--- src/rtl/alu_shift_logic_seq.sv ---
// ---------------------------------------------------------------------------
// alu_shift_logic_seq
//
// This is a sequential logical and shift ALU slice. It computes AND, OR, XOR,
// SLL, SRL and SRA on WIDTH-bit operands. Shifts run on an iterative shifter
// that moves up to STEP bits per clock. Operands arrive on an in_valid/in_ready
// handshake, and results leave on an out_valid/out_ready handshake.
//
// Op codes ({sel2,sel1,sel0}):
//   000 AND   001 OR    010 XOR
//   110 SLL   100 SRA   101 SRL
//   011 / 111 reserved: out=0 and op_err=1.
//     When ALU_ROTATE_EN is defined, 011 is ROL and 111 is ROR.
//
// Optional feature macro: ALU_ROTATE_EN
//   Defined   : rotates go through the SHIFT state, and op_err is never set.
//   Undefined : there is no rotate logic, and 011/111 are reserved ops.
//
// Ports:
//   clk        clock; all state updates on the rising edge
//   rst_n      synchronous active-low reset
//   in_valid   operands and op are valid
//   in_ready   block can accept an operation (IDLE)
//   in1        operand A; this is the value that is shifted
//   in2        operand B; the shift amount is in2[SAW-1:0]
//   sel        op code
//   out_valid  result is valid (DONE)
//   out_ready  consumer accepts the result
//   out        result
//   op_err     result came from a reserved op code
// ---------------------------------------------------------------------------
module alu_shift_logic_seq #(
  parameter  int WIDTH = 32,
  parameter  int STEP  = 4,
  localparam int SAW   = $clog2(WIDTH)
) (
  input  logic             clk,
  input  logic             rst_n,
  input  logic             in_valid,
  output logic             in_ready,
  input  logic [WIDTH-1:0] in1,
  input  logic [WIDTH-1:0] in2,
  input  logic [2:0]       sel,
  output logic             out_valid,
  input  logic             out_ready,
  output logic [WIDTH-1:0] out,
  output logic             op_err
);

  localparam logic [2:0] OP_AND = 3'b000;
  localparam logic [2:0] OP_OR  = 3'b001;
  localparam logic [2:0] OP_XOR = 3'b010;
  localparam logic [2:0] OP_ROL = 3'b011;
  localparam logic [2:0] OP_SRA = 3'b100;
  localparam logic [2:0] OP_SRL = 3'b101;
  localparam logic [2:0] OP_SLL = 3'b110;
  localparam logic [2:0] OP_ROR = 3'b111;

  // STEP can equal WIDTH, so the per-cycle amount needs one extra bit
  // beyond SAW.
  localparam logic [SAW:0] STEP_W = (SAW+1)'(STEP);

  typedef enum logic [1:0] {
    IDLE  = 2'd0,
    SHIFT = 2'd1,
    DONE  = 2'd2
  } state_t;

  state_t           state_reg;
  logic [2:0]       op_reg;
  logic [WIDTH-1:0] work_reg;
  logic             sign_reg;
  logic [SAW-1:0]   rem_reg;
  logic [WIDTH-1:0] out_reg;
  logic             op_err_reg;
  logic             in_ready_reg;
  logic             out_valid_reg;

  assign in_ready  = in_ready_reg;
  assign out_valid = out_valid_reg;
  assign out       = out_reg;
  assign op_err    = op_err_reg;

  // ---------------------------------------------------------------------
  // Op decode
  // ---------------------------------------------------------------------
  function automatic logic is_rotate(input logic [2:0] op);
`ifdef ALU_ROTATE_EN
    return (op == OP_ROL) || (op == OP_ROR);
`else
    return 1'b0;
`endif
  endfunction

  function automatic logic is_shift(input logic [2:0] op);
    return (op == OP_SLL) || (op == OP_SRL) || (op == OP_SRA) || is_rotate(op);
  endfunction

  function automatic logic is_reserved(input logic [2:0] op);
`ifdef ALU_ROTATE_EN
    return 1'b0;
`else
    return (op == OP_ROL) || (op == OP_ROR);
`endif
  endfunction

  logic [SAW-1:0] amt;
  assign amt = in2[SAW-1:0];

  // This is the result registered directly from IDLE. It covers logic ops,
  // reserved ops and shifts by zero.
  logic [WIDTH-1:0] imm_result;
  always_comb begin
    imm_result = '0;
    case (sel)
      OP_AND:  imm_result = in1 & in2;
      OP_OR:   imm_result = in1 | in2;
      OP_XOR:  imm_result = in1 ^ in2;
      default: imm_result = is_shift(sel) ? in1 : '0;
    endcase
  end

  // ---------------------------------------------------------------------
  // Iterative shifter
  //
  // A single right shifter serves every op. For left ops, the word is
  // bit-reversed before and after the shift. The upper half of the
  // double-width shift input supplies the fill: the sign or zeros for
  // shifts, and the word itself for rotates.
  // ---------------------------------------------------------------------
  logic [SAW:0]     s_amt;
  logic [SAW-1:0]   rem_next;
  logic             left_op;
  logic             rot_op;
  logic             fill_bit;
  logic [WIDTH-1:0] work_rev;
  logic [WIDTH-1:0] operand;
  logic [WIDTH-1:0] upper;
  logic [WIDTH-1:0] shr_low;
  logic [WIDTH-1:0] shr_rev;
  logic [WIDTH-1:0] shift_result;

  assign s_amt    = ({1'b0, rem_reg} > STEP_W) ? STEP_W : {1'b0, rem_reg};
  assign rem_next = rem_reg - s_amt[SAW-1:0];
  assign rot_op   = is_rotate(op_reg);
  assign left_op  = (op_reg == OP_SLL) || (rot_op && (op_reg == OP_ROL));
  assign fill_bit = (op_reg == OP_SRA) && sign_reg;

  for (genvar gi = 0; gi < WIDTH; gi++) begin : g_rev
    assign work_rev[gi] = work_reg[WIDTH-1-gi];
    assign shr_rev[gi]  = shr_low[WIDTH-1-gi];
  end

  assign operand      = left_op ? work_rev : work_reg;
  assign upper        = rot_op ? operand : {WIDTH{fill_bit}};
  assign shr_low      = WIDTH'({upper, operand} >> s_amt);
  assign shift_result = left_op ? shr_rev : shr_low;

  // ---------------------------------------------------------------------
  // Control FSM
  // ---------------------------------------------------------------------
  always_ff @(posedge clk) begin
    if (!rst_n) begin
      state_reg     <= IDLE;
      op_reg        <= '0;
      work_reg      <= '0;
      sign_reg      <= 1'b0;
      rem_reg       <= '0;
      out_reg       <= '0;
      op_err_reg    <= 1'b0;
      in_ready_reg  <= 1'b1;
      out_valid_reg <= 1'b0;
    end else begin
      case (state_reg)
        IDLE: begin
          if (in_valid) begin
            op_reg       <= sel;
            work_reg     <= in1;
            sign_reg     <= in1[WIDTH-1];
            rem_reg      <= amt;
            in_ready_reg <= 1'b0;
            if (is_shift(sel) && (amt != '0)) begin
              state_reg <= SHIFT;
            end else begin
              out_reg       <= imm_result;
              op_err_reg    <= is_reserved(sel);
              out_valid_reg <= 1'b1;
              state_reg     <= DONE;
            end
          end
        end
        SHIFT: begin
          work_reg <= shift_result;
          rem_reg  <= rem_next;
          if (rem_next == '0) begin
            out_reg       <= shift_result;
            op_err_reg    <= 1'b0;
            out_valid_reg <= 1'b1;
            state_reg     <= DONE;
          end
        end
        DONE: begin
          if (out_ready) begin
            out_valid_reg <= 1'b0;
            in_ready_reg  <= 1'b1;
            state_reg     <= IDLE;
          end
        end
        default: begin
          state_reg     <= IDLE;
          in_ready_reg  <= 1'b1;
          out_valid_reg <= 1'b0;
        end
      endcase
    end
  end

endmodule

--- config.mk ---
export PLATFORM = sky130hd
export DESIGN_NAME = alu_shift_logic_seq
export DESIGN_NICKNAME = d
export VERILOG_FILES = /design/src/rtl/alu_shift_logic_seq.sv
export SDC_FILE = /design/constraint.sdc
export NUM_CORES = 1
export LEC_CHECK = 0
export BUFFER_PORTS_ARGS = -buffer_cell sky130_fd_sc_hd__buf_2
export CAP_MARGIN = 40
export CORE_ASPECT_RATIO = 1.75
export CORE_UTILIZATION = 50
export CTS_CLUSTER_SIZE = 14
export DETAILED_ROUTE_END_ITERATION = 12
export PLACE_DENSITY = 0.76
export SYNTH_ARGS = -nofsm -noshare
export SYNTH_HDL_FRONTEND = slang
export SYNTH_SLANG_ARGS = --single-unit
--- constraint.sdc ---
create_clock -name clk -period 3.4 [get_ports clk]
set_input_delay 0.68 -clock clk [delete_from_list [all_inputs] [get_ports clk]]
set_output_delay 0.68 -clock clk [all_outputs]
set_load 0.005 [all_outputs]
# Word-level counts from Yosys, hierarchy flattened
# Index checks and enable logic that the tools add are counted.
[totals]
reg_bits = 78
in_bits = 71
out_inout_bits = 35
[op_classes]
addsub = 1
magnitude_cmp = 1
n_eq_ne = 15
shift = 1
mux = 30
bitwise_logic = 4
n_reduce_logical = 16
[ops]
columns = ["operator", "n"]
rows = [
  ["32-bit 2-to-1 mux", 7],
  ["32-bit one-hot mux with 2 select lines", 2],
  ["32-bit one-hot mux with 3 select lines", 1],
  ["64-bit by 5-bit >> shifter with 32-bit output", 1],
  ["32-bit AND", 1],
  ["32-bit bitwise OR", 1],
  ["32-bit bitwise XOR", 1],
  ["3-bit == test, second input constant", 6],
  ["5-bit 2-to-1 mux", 2],
  ["5-bit one-hot mux with 2 select lines", 1],
  ["1-bit 2-to-1 mux", 9],
  ["2-bit 2-to-1 mux", 4],
  ["2-bit inequality test, second input constant", 4],
  ["4-bit AND reduction", 2],
  ["3-bit by 2-bit == test with 1-bit output, second input constant", 2],
  ["1-bit one-hot mux with 3 select lines", 2],
  ["2-bit one-hot mux with 3 select lines", 1],
  ["3-bit AND reduction", 2],
  ["5-bit by 3-bit > comparator with 1-bit output, second input constant", 1],
  ["5-bit logical NOT", 1],
  ["5-bit nonzero test", 1],
  ["5-bit subtractor", 1],
  ["2-bit AND reduction", 2],
  ["3-bit by 1-bit == test with 1-bit output, second input constant", 1],
  ["9 further kinds", 12],
]

# Logic depth before layout (Yosys ltp)
[logic_depth]
word_depth = 8
mapped_depth = 14

# Worst setup path before layout
# OpenSTA, ideal clock, no wires.
[synth_timing]
kind = "flip-flop to flip-flop"
start = "reg rem_reg[4]"
end = "reg out_reg[30] (netlist: out[30])"
t_arrival_ps = 3148
required_time_ps = 3330
setup_slack_ps = 182
stages_incl_launch_ff = 15
n_path_buf = 5
synth_period_minus_slack_ps = 3218
path_cell_list = "dfxtp_1 > or3_1 > buf_2 > buf_1 > clkbuf_1 > nand2_1 > ha_1 > or2_2 > a221o_1 > and2_1 > a21oi_1 > buf_4 > buf_4 > a221oi_1 > a21oi_1"
[synth_via]
elab_chain_cells = 6
[synth_lines]
columns = ["element", "line_no", "source"]
rows = [
  ["start: declaration", "73", "logic [SAW-1:0] rem_reg;"],
  ["start signal: assignment", "180", "rem_reg <= amt;"],
  ["start signal: assignment", "194", "rem_reg <= rem_next;"],
  ["5-bit by 3-bit > comparator with 1-bit output", "143", "assign s_amt = ({1'b0, rem_reg} > STEP_W) ? STEP_W : {1'b0, rem_reg};"],
  ["5-bit 2-to-1 mux", "143", ""],
  ["5-bit subtractor or 64-bit by 5-bit >> shifter with 32-bit output (tied branches)", "144, 156", ""],
  ["5-bit logical NOT or 32-bit 2-to-1 mux (tied branches)", "195, 157", ""],
  ["2-bit inequality test (no source line) or 32-bit 2-to-1 mux (tied branches)", "n/a", ""],
  ["4-bit AND reduction (no source line) or 32-bit one-hot mux with 2 select lines (tied branches)", "n/a", ""],
  ["end signal: assignment", "185", "out_reg <= imm_result;"],
  ["end signal: assignment", "196", "out_reg <= shift_result;"],
  ["end: declaration", "74", "logic [WIDTH-1:0] out_reg;"],
]
# Parallel ways exist; a longest one is shown, timed or not. The select of a mux whose other input is x is not followed.
# A chain may end at the register's enable or synchronous reset.

# Final worst setup path
[layout_timing]
start = "reg rem_reg[2]"
end = "reg work_reg[9]"
[layout_via]
elab_chain_cells = 5
[layout_lines]
columns = ["element", "line_no", "source"]
rows = [
  ["5-bit by 3-bit > comparator with 1-bit output", "143", ""],
  ["5-bit 2-to-1 mux *", "143", ""],
  ["64-bit by 5-bit >> shifter with 32-bit output *", "156", "assign shr_low = WIDTH'({upper, operand} >> s_amt);"],
  ["32-bit 2-to-1 mux *", "157", "assign shift_result = left_op ? shr_rev : shr_low;"],
  ["32-bit one-hot mux with 2 select lines *", "174", "case (state_reg)"],
  ["end signal: assignment", "178", "work_reg <= in1;"],
  ["end signal: assignment", "193", "work_reg <= shift_result;"],
  ["end: declaration", "71", "logic [WIDTH-1:0] work_reg;"],
]
# Mark *: on every way between the ends. The rest lies on a longest branch, timed or not.

==> report_table.html <==
<table>
<tr><th>Metric</th><th>Value</th></tr>
<tr><th colspan="2">Global route</th></tr>
<tr><td>GR Util All Layers</td><td>between 30% and 40%</td></tr>
<tr><td>Maximum number of pins on one net before global-route repair</td><td>between 50 and 60</td></tr>
<tr><td>Wire length of the first global-routing pass</td><td>42800 µm</td></tr>
<tr><td>Number of antenna violations at the first check in global routing</td><td>0</td></tr>
<tr><td>Number of global-route vias before repair</td><td>between 8000 and 9000</td></tr>
<tr><td>Residual overflow from global routing</td><td>0</td></tr>
<tr><th colspan="2">Setup path</th></tr>
<tr><td>Signal arrival time at the worst endpoint</td><td>3130 ps</td></tr>
<tr><td>Reg2Reg Launch Point</td><td>rem_reg[2]$_SDFFE_PN0P_</td></tr>
<tr><td>Cell with the largest stage delay on the worst path</td><td>sky130_fd_sc_hd__o21ai_0</td></tr>
<tr><td>CP Max Fanout</td><td>20</td></tr>
<tr><td>Family with the most delay on the worst path</td><td>compound AO/OA/AOI/OAI gates</td></tr>
<tr><td>Worst path max stage delay</td><td>580 ps</td></tr>
<tr><td>Nature of the critical path startpoint</td><td>register</td></tr>
<tr><td>Setup CP Type</td><td>reg2reg</td></tr>
<tr><td>Cell repeated most along the worst path</td><td>sky130_fd_sc_hd__buf_4</td></tr>
<tr><td>Reg-to-reg slack, setup</td><td>roughly 470 ps</td></tr>
<tr><td>Sort of element at the end of the critical path</td><td>register</td></tr>
<tr><td>CP required</td><td>roughly 3600 ps</td></tr>
<tr><td>Reg2Reg Capture Point</td><td>work_reg[9]$_SDFFE_PN0P_</td></tr>
<tr><td>Buffers and inverters on the worst path</td><td>3</td></tr>
<tr><td>Number of cells traversed by the worst register-to-register path</td><td>9</td></tr>
<tr><td>Cell-by-cell listing of the critical path</td><td>buf_4, or4b_1, buf_4, buf_4, a211oi_1, o21a_1, nor3_1, o21ai_0, a21oi_1</td></tr>
<tr><th colspan="2">Synth</th></tr>
<tr><td>XOR/XNOR share of the synthesized area</td><td>less than 1%</td></tr>
<tr><td>Main combinational cell family by area after synthesis</td><td>compound AO/OA/AOI/OAI gates</td></tr>
<tr><td>Compound-Gate Fraction of Synth Area</td><td>between 30% and 40%</td></tr>
<tr><td>Mapped Nets</td><td>1131</td></tr>
<tr><td>Post-synth EDFFs</td><td>0</td></tr>
<tr><td>Number of synthesized register bits</td><td>between 70 and 80</td></tr>
<tr><td>Post-Synthesis Cell Area</td><td>7700 µm²</td></tr>
<tr><td>Count of different cell masters after synthesis</td><td>76</td></tr>
<tr><td>Adder and majority gate portion of the synthesized area</td><td>a little over a tenth</td></tr>
<tr><td>Syn. warnings</td><td>0</td></tr>
<tr><td>Mean post-synth cell area</td><td>7.74 µm²</td></tr>
<tr><td>Async set-or-reset flop fraction in the synthesized netlist</td><td>0%</td></tr>
<tr><td>Seq/Total Area, Yosys</td><td>~20%</td></tr>
<tr><td>Share of cell area taken by muxes after synthesis</td><td>a little over an eighth</td></tr>
<tr><td>Gate Count Post-Synth</td><td>about 1000</td></tr>
<tr><td>Primary flip-flop cell chosen by synthesis mapping</td><td>sky130_fd_sc_hd__dfxtp_1</td></tr>
<tr><td>Fraction of the mapped netlist area in simple logic gates</td><td>14.4%</td></tr>
<tr><th colspan="2">Finish</th></tr>
<tr><td>Fin nets</td><td>around 1200</td></tr>
<tr><td>Most frequent cells in the layout</td><td>105 x sky130_fd_sc_hd__buf_2, 104 x sky130_fd_sc_hd__nand2_1, 94 x sky130_fd_sc_hd__a21oi_1, 78 x sky130_fd_sc_hd__dfxtp_1, 70 x sky130_fd_sc_hd__inv_1</td></tr>
<tr><td>Fraction of layout cells with a size suffix above 1</td><td>19.1%</td></tr>
<tr><td>Commonest non-fill, non-tap cell in the layout</td><td>sky130_fd_sc_hd__buf_2</td></tr>
<tr><td>Area added between synthesis and finish</td><td>12.3%</td></tr>
<tr><td>Number of inserted diodes</td><td>0</td></tr>
<tr><th colspan="2">Timing</th></tr>
<tr><td>Final clock skew</td><td>8.56 ps</td></tr>
<tr><td>Post-layout min period</td><td>2930 ps</td></tr>
<tr><td>Final critical-path share of the clock period</td><td>around 86%</td></tr>
<tr><td>Worst hold-check slack</td><td>around 470 ps</td></tr>
<tr><td>Fmax</td><td>0.341 GHz</td></tr>
<tr><td>Final hold viol count</td><td>0</td></tr>
<tr><td>Measured slew at the worst slew-check pin</td><td>around 860 ps</td></tr>
<tr><td>Setup violations, final</td><td>0</td></tr>
<tr><td>Slew headroom</td><td>between 40% and 50%</td></tr>
<tr><td>RSZ-0062 raised after global routing</td><td>false</td></tr>
<tr><td>Fin. max-slew vios</td><td>0</td></tr>
<tr><td>Final setup slack of the worst path</td><td>approximately 470 ps</td></tr>
<tr><td>Setup total negative slack</td><td>0 ps</td></tr>
<tr><th colspan="2">Floorplanning</th></tr>
<tr><td>Chip height</td><td>between 150 and 200 µm</td></tr>
<tr><td>Effective utilization at floorplan</td><td>between 50 and 60%</td></tr>
<tr><td>Core Box Area</td><td>15000 µm²</td></tr>
<tr><td>Row count</td><td>59</td></tr>
<tr><td>Area of the die</td><td>15900 µm²</td></tr>
<tr><td>I/O pin cnt</td><td>106</td></tr>
<tr><td>Width of the die</td><td>~96 µm</td></tr>
<tr><th colspan="2">Routing</th></tr>
<tr><td>Drt pass-1 iters</td><td>5</td></tr>
<tr><td>Via-to-Cell Ratio</td><td>roughly 6.9</td></tr>
<tr><td>Final routed wirelength across all metal layers</td><td>27400 µm</td></tr>
<tr><td>Number of nets still failing antenna checks after routing</td><td>0</td></tr>
<tr><td>Per-cell routed wire length</td><td>~22 µm</td></tr>
<tr><td>Drt initial violations</td><td>between 900 and 1000</td></tr>
<tr><td>Residual DRC count</td><td>0</td></tr>
<tr><td>Total number of vias</td><td>approximately 8500</td></tr>
<tr><th colspan="2">Placement</th></tr>
<tr><td>Setup slack at placement</td><td>~500 ps</td></tr>
<tr><td>Count of buffers inserted at the top-level ports</td><td>between 100 and 150</td></tr>
<tr><td>Detailed Place HPWL</td><td>between 15000 and 20000 µm</td></tr>
<tr><td>Routability cong.</td><td>roughly 0.99</td></tr>
<tr><th colspan="2">Min path</th></tr>
<tr><td>Worst Hold Path EP</td><td>sign_reg$_SDFFE_PN0P_</td></tr>
<tr><td>Worst Hold Class</td><td>reg2reg</td></tr>
<tr><td>Launch point of the worst hold path</td><td>sign_reg$_SDFFE_PN0P_</td></tr>
<tr><td>Cell count of the worst hold path</td><td>2</td></tr>
<tr><th colspan="2">Run</th></tr>
<tr><td>Max-cap check violation count</td><td>0</td></tr>
<tr><th colspan="2">CTS</th></tr>
<tr><td>Buffer type at the clock tree root</td><td>sky130_fd_sc_hd__clkbuf_16</td></tr>
<tr><td>Number of setup buffers added after CTS</td><td>0</td></tr>
<tr><td>Number of H-tree levels</td><td>3</td></tr>
<tr><td>Post-CTS sizing</td><td>0</td></tr>
<tr><td>Clock buffers created by TritonCTS</td><td>9</td></tr>
<tr><td>TritonCTS clock tree</td><td>yes</td></tr>
<tr><td>Clock slew at reported path FFs</td><td>roughly 60 ps</td></tr>
<tr><td>Hold buffer count at cts</td><td>0</td></tr>
<tr><td>Clock insertion delay at the later pin of the skew report</td><td>roughly 350 ps</td></tr>
<tr><td>Clock sinks</td><td>78</td></tr>
<tr><td>Largest buffer count on any clock path</td><td>2</td></tr>
<tr><th colspan="2">Power and ir drop</th></tr>
<tr><td>Power Density</td><td>455 nW/µm²</td></tr>
<tr><td>VDD IR-drop max</td><td>~0.00030 V</td></tr>
<tr><td>Standby leakage power</td><td>between 0.003 and 0.004 µW</td></tr>
<tr><th colspan="2">Run status</th></tr>
<tr><td>Run status</td><td>finished, final reports clean</td></tr>
</table>
[synthesized netlist by cell type, types with 3 or more instances]
cell	instances	share of area (%)
sky130_fd_sc_hd__a2111oi_0	4	0.45
sky130_fd_sc_hd__a211o_1	4	0.45
sky130_fd_sc_hd__a211oi_1	24	2.3
sky130_fd_sc_hd__a21o_1	3	0.29
sky130_fd_sc_hd__a21oi_1	95	6.2
sky130_fd_sc_hd__a221o_1	8	1.0
sky130_fd_sc_hd__a221oi_1	21	2.4
sky130_fd_sc_hd__a22o_1	3	0.34
sky130_fd_sc_hd__a22oi_1	12	1.2
sky130_fd_sc_hd__a31oi_1	15	1.2
sky130_fd_sc_hd__and2_1	3	0.24
sky130_fd_sc_hd__and3_1	4	0.32
sky130_fd_sc_hd__and4b_1	10	1.3
sky130_fd_sc_hd__buf_1	10	0.49
sky130_fd_sc_hd__buf_2	21	1.4
sky130_fd_sc_hd__buf_4	4	0.39
sky130_fd_sc_hd__buf_6	3	0.44
sky130_fd_sc_hd__clkbuf_1	62	3.0
sky130_fd_sc_hd__dfxtp_1	78	20
sky130_fd_sc_hd__ha_1	65	11
sky130_fd_sc_hd__inv_1	70	3.4
sky130_fd_sc_hd__mux2_2	6	0.88
sky130_fd_sc_hd__mux2i_1	61	7.9
sky130_fd_sc_hd__mux4_2	16	4.7
sky130_fd_sc_hd__nand2_1	104	5.1
sky130_fd_sc_hd__nand2b_1	6	0.49
sky130_fd_sc_hd__nand3_1	9	0.58
sky130_fd_sc_hd__nor2_1	51	2.5
sky130_fd_sc_hd__nor2b_1	8	0.65
sky130_fd_sc_hd__nor3_1	15	0.97
sky130_fd_sc_hd__o211a_1	6	0.78
sky130_fd_sc_hd__o211ai_1	14	1.4
sky130_fd_sc_hd__o21a_1	8	0.78
sky130_fd_sc_hd__o21ai_0	67	4.4
sky130_fd_sc_hd__o221a_2	5	0.73
sky130_fd_sc_hd__o22ai_1	38	3.1
sky130_fd_sc_hd__o31ai_1	3	0.29
sky130_fd_sc_hd__o32ai_1	3	0.34
sky130_fd_sc_hd__or3_1	5	0.41
[how the worst max path moves through the flow]
stage / from / end / slack (ps) / depth (start not counted)
2_1_floorplan: rem_reg[4]$_SDFFE_PN0P_ / out[30]$_SDFFE_PN0P_ / 180 / 14
3_3_place_gp: rem_reg[4]$_SDFFE_PN0P_ / out[15]$_SDFFE_PN0P_ / 440 / 9
3_5_place_dp: in2[3] / out[12]$_SDFFE_PN0P_ / 500 / 8
4_1_cts: rem_reg[2]$_SDFFE_PN0P_ / work_reg[9]$_SDFFE_PN0P_ / 560 / 9
5_1_grt: rem_reg[2]$_SDFFE_PN0P_ / work_reg[9]$_SDFFE_PN0P_ / 430 / 9
6_report: rem_reg[2]$_SDFFE_PN0P_ / work_reg[9]$_SDFFE_PN0P_ / 470 / 9
[kinds of logic (layout without fill, tap and decap cells)]
family / count (synthesis) / in the layout
xor gates and xnor gates: 3 / 3
other: 1 / 1
AOI/OAI and AO/OA: 365 / 365
and+or+nand+nor: 229 / 229
adders and majority gates: 65 / 65
buffers and inverters: 171 / 231
muxes: 83 / 83
DFF: 78 / 78
[per-layer routing]
metal	GRT usage (%)	part of all wire [%]
met1	42.9	37
met4	20.8	6.0
met5	0	0
met3	5.40	9.1
met2	55.7	48
[worst reg2reg max path, stage by stage, from the launching register on]
cell and delay [ps]:
sky130_fd_sc_hd__dfxtp_1 310, sky130_fd_sc_hd__buf_4 190, sky130_fd_sc_hd__or4b_1 500, sky130_fd_sc_hd__buf_4 230
sky130_fd_sc_hd__buf_4 270, sky130_fd_sc_hd__a211oi_1 300, sky130_fd_sc_hd__o21a_1 190, sky130_fd_sc_hd__nor3_1 50
sky130_fd_sc_hd__o21ai_0 580, sky130_fd_sc_hd__a21oi_1 150
[power breakdown]
part	total, µW	internal, µW	switching [µW]
clock	927	534	393
sequential	1270	1050	218
combinational	1730	682	1050
[through the flow]
stage	utilization, %	instance area, µm²	instances	total power, µW
finish	57.7	8650	1238	3930
global route	57.7	8650	1238	4100
CTS	57.7	8650	1238	3860
detailed placement	55.8	8360	1222	2940
global placement	55.7	8350	1221	2910
floorplan	-	7700	995	2360
[final cells by class]
type,instances,area (µm²)
flip-flops and latches,78,1560
multi-input cells,746,5460
fillers,1398,6340
clock buffers,11,253
repair buffers,144,851
inverters,71,267
well taps,183,229
clock inverters,5,32.5
No activity file was read; power rests on OpenSTA's default activity.
